$ cat config.mk
export PLATFORM = sky130hd
export DESIGN_NAME = i2c_cmd_sequencer
export DESIGN_NICKNAME = d
export VERILOG_FILES = /design/src/rtl/i2c_cmd_sequencer_pkg.sv /design/src/rtl/i2c_cmd_fifo.sv /design/src/rtl/i2c_cmd_sequencer.sv
export SDC_FILE = /design/constraint.sdc
export NUM_CORES = 1
export LEC_CHECK = 0
export BUFFER_PORTS_ARGS = -buffer_cell sky130_fd_sc_hd__buf_2
export CAP_MARGIN = 20
export CORE_AREA = 2 2 254 256
export CTS_BUF_LIST = sky130_fd_sc_hd__clkbuf_8
export CTS_CLUSTER_SIZE = 16
export DETAILED_ROUTE_END_ITERATION = 10
export DIE_AREA = 0 0 256 258
export PLACE_DENSITY = 0.62
export SKIP_CTS_REPAIR_TIMING = 1
export SLEW_MARGIN = 20
export SYNTH_ARGS = -nofsm -noshare
export SYNTH_HDL_FRONTEND = slang
export SYNTH_SLANG_ARGS = --single-unit
$ cat constraint.sdc
create_clock -name CLK -period 17.8 [get_ports CLK]
set_input_delay 3.56 -clock CLK [delete_from_list [all_inputs] [get_ports CLK]]
set_output_delay 3.56 -clock CLK [all_outputs]
set_load 0.01 [all_outputs]
$ cat src/rtl/i2c_cmd_sequencer_pkg.sv
// Shared widths, FSM states, response codes and the command FIFO entry layout.
package i2c_cmd_sequencer_pkg;

    localparam int ADDR_W  = 7;
    localparam int NTX_W   = 3;
    localparam int NRX_W   = 5;
    localparam int TXD_W   = 56;
    localparam int RXD_W   = 248;
    localparam int ENTRY_W = ADDR_W + 1 + NTX_W + NRX_W + TXD_W;

    localparam logic [1:0] ERR_OK       = 2'b00;
    localparam logic [1:0] ERR_NO_START = 2'b01;
    localparam logic [1:0] ERR_TIMEOUT  = 2'b10;

    typedef enum logic [2:0] {
        ST_IDLE,
        ST_LAUNCH,
        ST_WAIT_BUSY,
        ST_WAIT_DONE,
        ST_RESPOND
    } state_t;

    typedef struct packed {
        logic [ADDR_W-1:0] sl_addr;
        logic              rep_start;
        logic [NTX_W-1:0]  num_tx;
        logic [NRX_W-1:0]  num_rx;
        logic [TXD_W-1:0]  data;
    } cmd_t;

endpackage

$ cat src/rtl/i2c_cmd_fifo.sv
// Synchronous show-ahead FIFO for queued I2C commands.
// Latency: a pushed entry is visible on dout the cycle after the push edge.
// Backpressure: push ignored while full, pop ignored while empty.
module i2c_cmd_fifo #(
    parameter int WIDTH = 72,
    parameter int DEPTH = 4
) (
    input  logic                     CLK,
    input  logic                     RST,
    input  logic                     push,
    input  logic [WIDTH-1:0]         din,
    input  logic                     pop,
    output logic [WIDTH-1:0]         dout,
    output logic                     full,
    output logic                     empty,
    output logic [$clog2(DEPTH):0]   level
);

    localparam int PTR_W = $clog2(DEPTH);
    localparam int LVL_W = PTR_W + 1;

    logic [WIDTH-1:0] mem [DEPTH];
    logic [PTR_W-1:0] wr_ptr;
    logic [PTR_W-1:0] rd_ptr;
    logic             do_push;
    logic             do_pop;

    assign full    = (level == LVL_W'(DEPTH));
    assign empty   = (level == '0);
    assign do_push = push && !full;
    assign do_pop  = pop && !empty;
    assign dout    = mem[rd_ptr];

    // Power-of-two depth lets the pointers wrap naturally.
    always_ff @(posedge CLK or posedge RST) begin
        if (RST) begin
            wr_ptr <= '0;
            rd_ptr <= '0;
            level  <= '0;
        end else begin
            if (do_push) wr_ptr <= wr_ptr + 1'b1;
            if (do_pop)  rd_ptr <= rd_ptr + 1'b1;
            case ({do_push, do_pop})
                2'b10:   level <= level + 1'b1;
                2'b01:   level <= level - 1'b1;
                default: level <= level;
            endcase
        end
    end

    always_ff @(posedge CLK) begin
        if (do_push) mem[wr_ptr] <= din;
    end

endmodule

$ cat src/rtl/i2c_cmd_sequencer.sv
// Queues I2C commands and issues them to i2c_master one at a time, returning one response each.
// Latency: push at edge N into an empty idle block gives M_START in cycle N+2.
// Backpressure: CMD_READY drops when the FIFO is full; a held response blocks the next launch.
module i2c_cmd_sequencer
    import i2c_cmd_sequencer_pkg::*;
#(
    parameter int CMD_FIFO_DEPTH   = 4,
    parameter int BUSY_WAIT_CYCLES = 8,
    parameter int TIMEOUT_CYCLES   = 2000000
) (
    input  logic                              CLK,
    input  logic                              RST,
    input  logic                              CMD_VALID,
    output logic                              CMD_READY,
    input  logic [ADDR_W-1:0]                 CMD_SL_ADDR,
    input  logic                              CMD_REP_START,
    input  logic [NTX_W-1:0]                  CMD_NUM_TX,
    input  logic [NRX_W-1:0]                  CMD_NUM_RX,
    input  logic [TXD_W-1:0]                  CMD_DATA,
    output logic                              RSP_VALID,
    input  logic                              RSP_READY,
    output logic [ADDR_W-1:0]                 RSP_SL_ADDR,
    output logic [1:0]                        RSP_ERR,
    output logic [RXD_W-1:0]                  RSP_DATA,
    output logic [$clog2(CMD_FIFO_DEPTH):0]   FIFO_LEVEL,
    output logic                              M_START,
    output logic                              M_REP_START,
    output logic [ADDR_W-1:0]                 M_SL_ADDR,
    output logic [NTX_W-1:0]                  M_NUM_BYTES_TO_TRANSM,
    output logic [NRX_W-1:0]                  M_NUM_BYTES_TO_REC,
    output logic [TXD_W-1:0]                  M_DATA_TO_TRANSM,
    input  logic                              M_BUSY,
    input  logic [RXD_W-1:0]                  M_DATA_REC
);

    localparam int CNT_W = $clog2(TIMEOUT_CYCLES + 1);

    state_t           state;
    state_t           state_nxt;
    logic [CNT_W-1:0] cnt;
    cmd_t             cmd_in;
    cmd_t             cmd_head;
    logic             fifo_full;
    logic             fifo_empty;
    logic             fifo_push;
    logic             fifo_pop;
    logic             busy_expired;
    logic             done_expired;

    assign cmd_in    = {CMD_SL_ADDR, CMD_REP_START, CMD_NUM_TX, CMD_NUM_RX, CMD_DATA};
    assign CMD_READY = !fifo_full;
    assign fifo_push = CMD_VALID && !fifo_full;
    // A still-busy master (e.g. after a timeout) holds the next launch in IDLE.
    assign fifo_pop  = (state == ST_IDLE) && !fifo_empty && !RSP_VALID && !M_BUSY;

    i2c_cmd_fifo #(
        .WIDTH (ENTRY_W),
        .DEPTH (CMD_FIFO_DEPTH)
    ) u_cmd_fifo (
        .CLK   (CLK),
        .RST   (RST),
        .push  (fifo_push),
        .din   (cmd_in),
        .pop   (fifo_pop),
        .dout  (cmd_head),
        .full  (fifo_full),
        .empty (fifo_empty),
        .level (FIFO_LEVEL)
    );

    assign busy_expired = (cnt == CNT_W'(BUSY_WAIT_CYCLES));
    assign done_expired = (cnt == CNT_W'(TIMEOUT_CYCLES));
    assign M_START      = (state == ST_LAUNCH);
    assign RSP_VALID    = (state == ST_RESPOND);

    always_ff @(posedge CLK or posedge RST) begin
        if (RST) state <= ST_IDLE;
        else     state <= state_nxt;
    end

    always_comb begin
        state_nxt = state;
        case (state)
            ST_IDLE:      if (fifo_pop) state_nxt = ST_LAUNCH;
            ST_LAUNCH:    state_nxt = ST_WAIT_BUSY;
            ST_WAIT_BUSY: begin
                if (M_BUSY)            state_nxt = ST_WAIT_DONE;
                else if (busy_expired) state_nxt = ST_RESPOND;
            end
            ST_WAIT_DONE: if (!M_BUSY || done_expired) state_nxt = ST_RESPOND;
            ST_RESPOND:   if (RSP_READY) state_nxt = ST_IDLE;
            default:      state_nxt = ST_IDLE;
        endcase
    end

    // Saturating wait counter shared by the busy-rise and transaction-length checks.
    always_ff @(posedge CLK or posedge RST) begin
        if (RST) begin
            cnt <= '0;
        end else if (state == ST_LAUNCH || (state == ST_WAIT_BUSY && M_BUSY)) begin
            cnt <= '0;
        end else if ((state == ST_WAIT_BUSY || state == ST_WAIT_DONE) && !(&cnt)) begin
            cnt <= cnt + 1'b1;
        end
    end

    always_ff @(posedge CLK or posedge RST) begin
        if (RST) begin
            M_REP_START           <= 1'b0;
            M_SL_ADDR             <= '0;
            M_NUM_BYTES_TO_TRANSM <= '0;
            M_NUM_BYTES_TO_REC    <= '0;
            M_DATA_TO_TRANSM      <= '0;
            RSP_SL_ADDR           <= '0;
            RSP_ERR               <= ERR_OK;
            RSP_DATA              <= '0;
        end else begin
            if (fifo_pop) begin
                M_REP_START           <= cmd_head.rep_start;
                M_SL_ADDR             <= cmd_head.sl_addr;
                M_NUM_BYTES_TO_TRANSM <= cmd_head.num_tx;
                M_NUM_BYTES_TO_REC    <= cmd_head.num_rx;
                M_DATA_TO_TRANSM      <= cmd_head.data;
            end
            if (state == ST_WAIT_BUSY && !M_BUSY && busy_expired) begin
                RSP_SL_ADDR <= M_SL_ADDR;
                RSP_ERR     <= ERR_NO_START;
                RSP_DATA    <= '0;
            end
            if (state == ST_WAIT_DONE) begin
                if (!M_BUSY) begin
                    RSP_SL_ADDR <= M_SL_ADDR;
                    RSP_ERR     <= ERR_OK;
                    RSP_DATA    <= M_DATA_REC;
                end else if (done_expired) begin
                    RSP_SL_ADDR <= M_SL_ADDR;
                    RSP_ERR     <= ERR_TIMEOUT;
                    RSP_DATA    <= '0;
                end
            end
        end
    end

endmodule
# After elaboration in Yosys (flattened, before gate mapping)
# Memories as Yosys holds them, arrays and structs flattened. A register that Yosys moved wholly into a read port is not among the register bits.
# Index checks and enable logic that the tools add are counted.
# totals
register_bits	288
ram_bits	288
word_cells	74
memories	1
# mem_list
memory	depth	word_bits	rd	rd_ports_with_merged_regs	write_ports	line	source
u_cmd_fifo.mem	4	72	1	1	1	i2c_cmd_fifo.sv:22	logic [WIDTH-1:0] mem [DEPTH];
# op_classes
add_sub_neg	5
eq_ne	13
muxes	23
n_reduce_logical	24
# ops
op	count
$mux 248	4
$mux 21	2
$mux 7	4
$add 21x1->21 const B	1
$eq 21x21->1 const B	1
$eq 21x4->1 const B	1
$reduce_and 21->1	1
$mux 3	5
$pmux 3 s5	1
$logic_and 1x1->1	10
$mux 2	4
$eq 3x2->1 const B	2
$eq 3x3->1 const B	2
$logic_not 3->1	2
$pmux 3 s2	1
$logic_not 1->1	5
$add 2x1->2 const B	2
$ne 2x1->1 const B	2
$reduce_and 4->1	1
$reduce_bool 2->1	2
$add 3x1->3 const B	1
$eq 3x1->1 const B	1
$logic_or 1x1->1	3
$ne 3x3->1 const B	1
other kinds (5)	6

# Longest topological paths before layout
# depth
word_depth	8
depth_mapped	11
mapped_depth_nobuf	10

# Modules after synthesis
# Synthesis repeated with hierarchy kept, for this count alone.
# hier_totals
cells_unflattened	1982
area_unflattened_um2	25027.8
# modules_own_cells
mod	n_inst	cells_each	area_each_um2
i2c_cmd_sequencer	1	1568	14206.1
i2c_cmd_fifo	1	414	10821.6

# Worst setup path before layout
# Ideal clock, no wire load.
# synth_timing
path_kind	in2reg
start	in CMD_VALID
end	mem u_cmd_fifo.mem[0][0] (enable)
arrival_ns	5.284
required_ns	17.361
setup_slack_ns	12.077
cell_stages	1
path_buffers	0
cell_sequence	and3_1
# synth_between
elab_chain_len	4
# synth_rtl
item	line	source
start, declared	i2c_cmd_sequencer.sv:13	input logic CMD_VALID,
$logic_and 1x1->1	i2c_cmd_sequencer.sv:52	assign fifo_push = CMD_VALID && !fifo_full;
$logic_and 1x1->1	i2c_cmd_fifo.sv:30	assign do_push = push && !full;
$mux 1	i2c_cmd_fifo.sv:52	if (do_push) mem[wr_ptr] <= din;
$mux 1 (implied by the code)	i2c_cmd_fifo.sv:52	
end, declared	i2c_cmd_fifo.sv:22	
# Every way passes these cells.

# Worst setup path in the final report
# layout_timing
start	in M_BUSY
end	reg RSP_DATA[30]
# layout_between
elab_chain_len	7
# layout_rtl
item	line	source
start, declared	i2c_cmd_sequencer.sv:32	input logic M_BUSY,
$logic_not 1->1	-	
$logic_and 1x1->1 (2 in series)	i2c_cmd_sequencer.sv:125	if (state == ST_WAIT_BUSY && !M_BUSY && busy_expired) begin
$mux 248	i2c_cmd_sequencer.sv:125	
$mux 248	i2c_cmd_sequencer.sv:135	end else if (done_expired) begin
$mux 248	i2c_cmd_sequencer.sv:131	if (!M_BUSY) begin
$mux 248 *	i2c_cmd_sequencer.sv:130	if (state == ST_WAIT_DONE) begin
end signal, assigned	i2c_cmd_sequencer.sv:128	RSP_DATA <= '0;
end signal, assigned	i2c_cmd_sequencer.sv:134	RSP_DATA <= M_DATA_REC;
end signal, assigned	i2c_cmd_sequencer.sv:138	RSP_DATA <= '0;
end, declared	i2c_cmd_sequencer.sv:24	output logic [RXD_W-1:0] RSP_DATA,
# Every way passes the cells marked *; elsewhere a longest branch is shown, timed or not.
# A chain may end at the register's enable or synchronous reset.

==> results.yml <==
die:
  row_count: 93
  ios: 660
  core_area_mm2: 0.0636
  dieArea_mm2: 0.0660
  start_util_pct: 39.3
  die_w_um: 256
  die_h_um: 258
drt:
  vias: 17400
  wl_per_cell_um: 24.4
  postRouteAntennaNets: 0
  route.detailed.drc: 0
  wirelength_um: 84300
  viasPerCell: 5.05
  drt_first_pass_iters: 5
  drt_iter0_drc: 1357
timing:
  slew_headroom_pct: 25.3
  rsz0062_at_grt: "false"
  hold_viol_final: 0
  post-route-period-util_pct: 33.7
  tns_ns: 0
  layout_min_cycle_time_ns: 6.01
  drv_slew: 0
  finalClockSkew_ns: 0.0551
  tightest_slew_ns: 1.12
  finalSetupViolations: 0
  fmax_ghz: 0.166
worst_setup_path:
  crit_buf_inv: 4
  cp.depth: 7
  crit_fanout: 102
  cp.arrival_ns: 6.60
  crit_type: "input port to flip-flop"
  cp_data_required_time_ns: 18.39
  cpPeakStageDelay_ns: 0.93
  startpoint_type: "input port"
  rr_worst_depth: 8
  cpMostUsedCell: "buf_4"
  worstPathCellList: "buf_2 > nor2_4 > buf_4 > buf_4 > buf_4 > nand2_1 > o21ai_0"
  cpMaxStageDelayCell: "buf_4"
  cp-end-kind: "flip-flop"
  critPathTopFamily: "buffers and inverters"
global_routing:
  first_global_vias: 17900
  overflow: 0
  grt_use_met1_pct: 30.8
  busiest_layer: "met2"
  grt_pass1_wl_um: 122000
  gr-usage-all-layers_pct: 25.1
  antenna_found_initial: 45
  grtUsageMet3_pct: 8.84
  grtUsageMet2_pct: 40.3
  grt_max_degree: 119
final_layout:
  final_cells: 3453
  drive_gt1_share_pct: 38.6
  syn2layout_area_growth_pct: 24.6
  nNetsFinal: 2834
  stdcell_area_mm2: 0.0312
clock_tree:
  numCtsBuffers: 106
  cts_root_buf: "clkbuf_8"
  cts_tree: "done"
  htreeDepth: 3
  clk_latency_ns: 0.72
  clk_pin_slew_ns: 0.06
  ctsLongestPathBuffers: 3
  cts_sinks: 648
place:
  hpwl_um: 59400
  place_area_mm2: 0.0290
  gp_congestion: 1.08
  dp.cells: 3247
  port-buffer-count: 659
synth:
  async_flop_share_pct: 55.6
  synth_cells: 1828
  synthesis.nets: 2161
  seq_area_frac_synth_pct: 70.6
  synth.ff_latch_count: 648
  synth_edf_count: 288
  yosys_warnings: 0
  ys_types: 52
  synth.avg_cell_area_um2: 13.7
  synth_top_flop_cell: "dfrtp_1"
  synthesis.area_mm2: 0.0250
min_path:
  hold_depth: 1
  hold_class: "flip-flop to flip-flop"
pwr:
  combPwrFrac_pct: 32.1
  p_per_area_mw_per_mm2: 171
  p_leak_nw: 13.7
  p_int_w: 0.00342
  p_sw_w: 0.00190
  clockPowerShare_pct: 24.1
  seqPwrFrac_pct: 43.8
  peakVddDrop_mv: 0.0959
  switching_share_pct: 35.7
status:
  status: "finished clean"
flow_run:
  drv_cap: 0
[per-stage QoR]
| step | hold slack [ns] | total power (W) | utilization, % | setup slack, ns |
|---|---|---|---|---|
| 2_1_floorplan | 0.497 | 0.00327 | - | 4.25 |
| 3_3_place_gp | 0.468 | 0.00405 | 45.6 | 11.03 |
| 3_5_place_dp | 0.481 | 0.00409 | 45.6 | 10.93 |
| 4_1_cts | 0.497 | 0.00539 | 48.9 | 11.68 |
| 5_1_grt | 0.516 | 0.00562 | 48.9 | 11.61 |
| 6_report | 0.491 | 0.00532 | 49.0 | 11.79 |
[worst reg2reg max path, stage by stage, from the launching register on]
cell       delay [ns]
dfrtp_1          0.41
inv_1            0.10
ha_1             0.15
nor4b_2          0.27
nand4_1          0.25
o2bb2ai_4        0.86
buf_6            0.72
buf_4            0.85
o21ai_0          0.29
[synthesized netlist by cell type, types with 7 or more instances]
| master | n | area, um^2 |
|---|---|---|
| nand2_1 | 508 | 1910 |
| dfrtp_1 | 360 | 9010 |
| edfxtp_1 | 288 | 8650 |
| o21ai_0 | 234 | 1170 |
| buf_2 | 87 | 435 |
| mux4_2 | 72 | 1620 |
| mux2_2 | 66 | 743 |
| nor2_1 | 24 | 90.1 |
| o21ai_1 | 21 | 105 |
| clkbuf_1 | 17 | 63.8 |
| inv_1 | 13 | 48.8 |
| xnor2_1 | 12 | 105 |
| a21oi_1 | 11 | 55.1 |
| nand3_1 | 10 | 50.1 |
| and3_1 | 9 | 56.3 |
| xor2_1 | 8 | 70.1 |
| buf_6 | 7 | 78.8 |
| ha_1 | 7 | 87.6 |
| mux2_4 | 7 | 105 |
[path summary, 6_finish.rpt]
check,startpoint,endpoint,slack (ns)
max in group asynchronous,RST,RSP_DATA[228],12.37
max reg2reg,cnt[0],RSP_DATA[217],13.73
min reg2reg,M_DATA_TO_TRANSM[1],M_DATA_TO_TRANSM[1],0.49
min,M_DATA_TO_TRANSM[1],M_DATA_TO_TRANSM[1],0.49
max,M_BUSY,RSP_DATA[30],11.79
min in group asynchronous,RST,RSP_DATA[51],2.97
[logic make-up after synthesis]
group	count (synthesis)	share of synthesized area [%]
flip-flops	648	70.6
multiplexers	152	10.2
XOR/XNOR	20	0.700
AND/OR/NAND/NOR	596	9.85
buffers and inverters	127	2.55
AO/OA/AOI/OAI	277	5.71
adder cells (fa/ha/maj)	8	0.430
[routing by layer]
layer  vias up  routed length (um)  share of wire, %
met5         -                 220              0.26
met4        36                3330               3.9
met3       192                7280               8.6
met2       709               40400                48
met1      8670               33100                39
li1       7819                   -                 -
[power by group through the flow]
| stage | Clock [W] | Combinational [W] | Sequential, W |
|---|---|---|---|
| floorplan | 0 | 0.000818 | 0.00245 |
| global placement | 0 | 0.00171 | 0.00234 |
| detailed placement | 0 | 0.00174 | 0.00235 |
| CTS | 0.00131 | 0.00175 | 0.00233 |
| global route | 0.00138 | 0.00185 | 0.00239 |
| finish | 0.00128 | 0.00171 | 0.00233 |
[state kept, by name (all words and copies together), names as in the netlist]
| signal | cells |
|---|---|
| M_REP_START | 1 |
| RSP_DATA | 248 |
| u_cmd_fifo.level | 3 |
| M_NUM_BYTES_TO_TRANSM | 3 |
| cnt | 21 |
| M_NUM_BYTES_TO_REC | 5 |
| M_DATA_TO_TRANSM | 56 |
| u_cmd_fifo.mem | 288 |
| u_cmd_fifo.rd_ptr | 2 |
| u_cmd_fifo.wr_ptr | 2 |
| RSP_SL_ADDR | 7 |
| state | 3 |
| RSP_ERR | 2 |
| M_SL_ADDR | 7 |
[cell usage in the layout (no fill, tap or decap), types with 5 or more instances in the layout]
cell type / count
nor4_1: 5
clkinv_2: 17
dfrtp_1: 358
clkinv_1: 8
nand2_1: 508
mux2_4: 7
nor2_1: 24
and2_1: 5
mux2_2: 66
clkbuf_8: 125
xor2_1: 8
edfxtp_1: 288
buf_2: 659
buf_4: 16
o21ai_1: 21
and3_1: 5
xnor2_1: 12
nand3_1: 10
mux4_2: 72
diode_2: 12
ha_1: 7
inv_1: 47
a21oi_1: 10
and4_1: 5
o21ai_0: 234
mux2_1: 6
[final cells by class]
| class | instances | area, um^2 |
|---|---|---|
| fillers | 5773 | 32500 |
| flip-flops and latches | 648 | 17700 |
| multi-input cells | 1053 | 6770 |
| repair buffers | 679 | 3470 |
| clock buffers | 125 | 1720 |
| well taps | 855 | 1070 |
| clock inverters | 68 | 379 |
| inverters | 13 | 56.3 |
| diodes | 12 | 30.0 |
(Power assumes the default switching activity.)
